<file path="src/rtl/store_match_table.sv">
// store_match_table: combinational lookup of a store against the expected (addr,data) table
module store_match_table #(
  parameter int ADDR_W = 20,
  parameter int DATA_W = 32,
  parameter int N_EXP = 1,
  parameter logic [N_EXP*ADDR_W-1:0] EXP_ADDR = 20'h80064,
  parameter logic [N_EXP*DATA_W-1:0] EXP_DATA = 32'd25,
  localparam int CW = $clog2(N_EXP + 1)
) (
  input  logic [ADDR_W-1:0] adr,
  input  logic [DATA_W-1:0] data,
  input  logic [N_EXP-1:0]  seen,
  input  logic [CW-1:0]     idx,
  input  logic              strict,
  output logic              hit,
  output logic [CW-1:0]     hit_idx,
  output logic              addr_hit,
  output logic              later_hit,
  output logic              dup_hit
);
  // walk the table from the top so the lowest matching entry wins in any-order mode
  always_comb begin
    hit = 1'b0;
    hit_idx = idx;
    addr_hit = 1'b0;
    later_hit = 1'b0;
    dup_hit = 1'b0;
    for (int i = N_EXP - 1; i >= 0; i--) begin
      if (strict) begin
        if (CW'(i) == idx) begin
          hit = adr == EXP_ADDR[i*ADDR_W +: ADDR_W] && data == EXP_DATA[i*DATA_W +: DATA_W];
          addr_hit = adr == EXP_ADDR[i*ADDR_W +: ADDR_W] && data != EXP_DATA[i*DATA_W +: DATA_W];
        end
        if (CW'(i) > idx && adr == EXP_ADDR[i*ADDR_W +: ADDR_W]) later_hit = 1'b1;
      end else begin
        if (adr == EXP_ADDR[i*ADDR_W +: ADDR_W] && data == EXP_DATA[i*DATA_W +: DATA_W] && !seen[i]) begin
          hit = 1'b1;
          hit_idx = CW'(i);
        end
        if (adr == EXP_ADDR[i*ADDR_W +: ADDR_W] && data != EXP_DATA[i*DATA_W +: DATA_W]) addr_hit = 1'b1;
        if (adr == EXP_ADDR[i*ADDR_W +: ADDR_W] && data == EXP_DATA[i*DATA_W +: DATA_W] && seen[i]) dup_hit = 1'b1;
      end
    end
  end
endmodule

</file>
<file path="config.mk">
export PLATFORM = sky130hd
export DESIGN_NAME = store_match_table
export DESIGN_NICKNAME = d
export VERILOG_FILES = /design/src/rtl/store_match_table.sv
export SDC_FILE = /design/constraint.sdc
export NUM_CORES = 1
export LEC_CHECK = 0
export CAP_MARGIN = 10
export CELL_PAD_IN_SITES_DETAIL_PLACEMENT = 0
export CELL_PAD_IN_SITES_GLOBAL_PLACEMENT = 2
export CORE_MARGIN = 5
export CORE_UTILIZATION = 10
export DETAILED_ROUTE_END_ITERATION = 10
export PLACE_DENSITY = 0.95
export SETUP_SLACK_MARGIN = 0.2
export SYNTH_ARGS = -nofsm -noshare
export SYNTH_HDL_FRONTEND = slang
export SYNTH_SLANG_ARGS = --single-unit
</file>
<file path="constraint.sdc">
create_clock -name vclk -period 1.9
set_input_delay 0.57 -clock vclk [all_inputs]
set_output_delay 0.57 -clock vclk [all_outputs]
set_load 0.1 [all_outputs]
</file>
# [Word-level counts from Yosys, hierarchy flattened]
# Cells that the tools add are included.
[word_totals] ff_bits=0 out_inout_bits=5 wordCells=22
[op_classes] muxes=12 reduce_logical=6 order_cmp=1 n_eq_ne=3
[ops] op="$eq A32 B5 Y1 const B" n=1
[ops] op="$ne A32 B5 Y1 const B" n=1
[ops] op="$eq A20 B20 Y1 const B" n=1
[ops] op="$mux W1" n=12
[ops] op="$logic_and A1 B1 Y1" n=5
[ops] op="$gt A1 B1 Y1 const A" n=1
[ops] op="$logic_not A1 Y1" n=1

# [Logic depth before layout (Yosys ltp)]
[depth] word_depth=5 depth_mapped=4 depth_no_buf=4

# [Worst setup path before layout]
# Ideal clock, no wire load.
[synth_path] path_type="in2out" startpoint="input adr[16]" endpoint="output addr_hit" n_path_buf=0 path_slack_ns=-4.322 stages=3 t_arrival_ns=5.652 path_cell_list="nor4b_2 -> nand3_1 -> a2111oi_0"
[synth_between] elab_chain_len=4 elab_cells_between_ends=5
[synth_rtl] element="start: declaration" line="10" rtl="input logic [ADDR_W-1:0] adr,"
[synth_rtl] element="$eq A20 B20 Y1 *" line="32, 40"
[synth_rtl] element="$logic_and A1 B1 Y1 *" line="32, 40"
[synth_rtl] element="$mux W1, on equally long branches" line="40, 30"
[synth_rtl] element="$mux W1 *" line="29" rtl="if (strict) begin"
[synth_rtl] element="end: declaration" line="17" rtl="output logic addr_hit,"
# Mark *: on every way between the ends. The rest lies on a longest branch, timed or not.

# [Final worst setup path]
[layout_path] startpoint="input data[24]" endpoint="output dup_hit"
[layout_between] elab_chain_len=5
[layout_rtl] element="start: declaration" line="11" rtl="input logic [DATA_W-1:0] data,"
[layout_rtl] element="$eq A32 B5 Y1" line="41" rtl="if (adr == EXP_ADDR[i*ADDR_W +: ADDR_W] && data == EXP_DATA[i*DATA_W +: DATA_W] && seen[i]) dup_hit = 1'b1;"
[layout_rtl] element="$logic_and A1 B1 Y1 (2 in a row)" line="41"
[layout_rtl] element="$mux W1" line="41"
[layout_rtl] element="$mux W1" line="29"
[layout_rtl] element="end: declaration" line="19" rtl="output logic dup_hit"
# Every way passes these cells.

==> flow_results.org <==
** Logic synthesis
- Synth top area share :: 27.5%
- Ranked by instance count, the synthesized netlist is headed by sky130_fd_sc_hd__nor4_2 (5), sky130_fd_sc_hd__nor4_1 (4).
- Synth Area in Compound Gates :: 7.14%
- Of the total synthesized cell area, the portion taken by full adders, half adders and majority gates is 0%.
- Yosys attributes the largest share of cell area to sky130_fd_sc_hd__nor4_2 (27%), sky130_fd_sc_hd__nor4b_2 (13%), sky130_fd_sc_hd__nor4_1 (11%).
- Sequential share of the synthesized area :: 0%
- Total of warnings raised by yosys :: 0
- Summed over all instances, the cell type with the most area after synthesis is sky130_fd_sc_hd__nor4_2.
- By area, the combinational part of the netlist is dominated by simple AND/OR/NAND/NOR gates.
- Net count after synthesis :: 82
- Library cells used by synthesis :: 16
- Synthesis produced 27 cells.
- After Yosys synthesis, and, or, nand and nor cells account for 83.5% of the synthesized area.
- Share of cell area taken by muxes after synthesis :: 4.40%
- Dividing the synthesized area by the synthesized cell count gives 8.43 µm².
- sky130_fd_sc_hd__nor4_2 is the most common cell in the netlist.
- Synthesized-area fraction occupied by xor and xnor cells :: 0%
- The synthesized netlist occupies a cell area of 228 µm².

** GRT
- Antenna violations before repair :: 0
- The first global-routing pass estimated 2620 µm of wire.
- For this run, the total global-route usage over all layers was measured as 9.42%.
- The number of global-route vias before repair is 576.
- GRT overflow :: 0
- Maximum number of pins on one net before global-route repair :: 5

** Timing
- Setup TNS Final :: -2.06 ns
- Fin worst setup slack :: -0.555 ns
- The number of hold violations in the final report came to 0.
- Count of final max-slew check failures :: 0
- Final worst path period share :: 129%
- Post-layout minimum cycle time :: 2.46 ns
- Final-layout worst hold slack :: 1.66 ns
- Timing would allow up to 407 MHz.
- Setup violations remaining at the end of the flow were counted as 4.
- Setup repair after global routing could not meet its margin everywhere.

** Place
- The congestion estimate from routability-driven global placement came to 0.691.
- The wire-length estimate of the detail-placed layout is 1370 µm.
- Timing analysis after detailed placement gives a worst setup slack of -0.957 ns.
- In this run, placement finished with an instance count of 115.
- Port Buffer Count :: 59

** Power
- Across the VDD grid, the largest voltage drop is 0.0000668 V.
- Combinational logic is responsible for 100.0% of the overall power.
- Power density over the cells :: 154 nW/µm²
- Proportion of power drawn by flip-flops and latches :: 0%
- Design internal power :: 0.0886 mW
- Sw power :: 0.0627 mW
- Net switching is 41.4% of the power.
- The clock network burns 0% of the power.
- The analysis attributes to cell leakage a power of 0.419 nW.

** Routing
- For this run, design rule violations remaining after detail routing come to 0.
- Summed over all layers, the routed wires come to 1670 µm.
- In this run the remaining antenna-violating nets after routing total 0.
- Starting DRT DRC Count :: 1
- Average wire per cell in the routed design :: 14.1 µm
- Via density per instance :: 4.05
- Via count :: 482
- Number of iterations in the first detailed-routing pass :: 2

** Die
- I/O pin count :: 60
- Row count :: 17
- Die area :: 3330 µm²
- Y dimension of the die :: 57.7 µm
- Std-Cell Core Area :: 2190 µm²
- Initial core utilization :: 10.4%
- Measured along the x axis, the die boundary spans 57.7 µm.

** Critical path
- Along the worst path, the maximum fanout reaches 3.
- For the worst setup path, the data required time is 1.33 ns.
- Type of element capturing the critical path :: output port
- STA classifies the critical path startpoint as an input pin.
- Data arrival at the endpoint of the critical path :: 1.89 ns
- Kind of critical path :: in -> out

** Cells and area
- The post-route netlist has 75.8% of its cells at a drive strength greater than 1.
- Registers take 0 µm².
- Measured on the finished design, the core utilization comes to 44.8%.
- Compared with the post-synthesis result, the final layout area differs by 331%.
- Diodes inserted :: 0
- The layout has 0 clock buffers.
- Final Net Count :: 148
- Filler cell count :: 232
- FFs & Latches :: 0
- Filler-free cell count of the finished design :: 119

** Run status
- Status :: complete, but fails checks
- The checks that failed: negative setup slack.

** Job
- Across the run, the number of max-cap violations was 0.

** Hold path
- Worst Hold Class :: in -> out
==> layer usage <==
metal  wire length [µm]  GRT usage (%)  up-vias  part of all wire [%]
li1                   -              -      245                     -
met1                533           9.83      218                    32
met2               1020           20.0       19                    61
met3                119           1.78        0                   7.1
met4                  0              0        0                     0
met5                  0              0        -                     0
==> cell families after synthesis <==
family,after synthesis
other cells,1
simple gates,22
compound gates,2
mux,1
buf+inv,1
==> power groups by stage <==
stage | Sequential [mW] | Clock [mW] | Combinational, mW
after floorplan | 0 | 0 | 0.0333
after global placement | 0 | 0 | 0.159
after detailed placement | 0 | 0 | 0.162
after CTS | 0 | 0 | 0.143
after global routing | 0 | 0 | 0.159
final | 0 | 0 | 0.151
==> through the flow <==
step                instance area [µm²]  power [mW]
global placement                    958       0.159
detailed placement                  958       0.162
finish                              981       0.151
floorplan                           285      0.0333
CTS                                 963       0.143
global route                        981       0.159
==> placed cells by master, fill, tap and decap left out, drive strengths merged <==
master	instances
nand2	1
nand3	1
a2111oi	1
and3b	1
dlygate4sd2	2
clkdlybuf4s50	3
conb	1
mux2i	1
nor2	2
buf	37
a21boi	1
nor4b	3
clkbuf	13
and2	1
clkdlybuf4s15	10
nand4	2
nor4	9
nor4bb	2
==> area by class of cell <==
| type | count | area, µm² | area share [%] |
|---|---|---|---|
| tap | 28 | 35.0 | 3.57 |
| multi-input combinational | 26 | 384 | 39.2 |
| timing repair buffer | 65 | 562 | 57.3 |
==> worst max-delay path: stages <==
cell and delay [ns]:
sky130_fd_sc_hd__buf_6 0.09, sky130_fd_sc_hd__nor4_4 0.25, sky130_fd_sc_hd__nand4_1 0.21, sky130_fd_sc_hd__nor4_4 0.33
sky130_fd_sc_hd__and3b_2 0.25, sky130_fd_sc_hd__buf_12 0.17
==> final timing paths <==
check / start / end / slack, ns / cells past startpoint
setup / recovery: data[24] / dup_hit / -0.56 / 6
hold / removal: adr[13] / addr_hit / 1.66 / 6
==> timing repair <==
action | 4_1_cts | 5_1_grt
setup buffers | 2 | 2
endpoints found under the setup margin | 4 | 4
resized for setup | 149 | 42
hold buffers | 0 | 0
pin swaps | 21 | 17
Power figures use the tool's default switching activity.
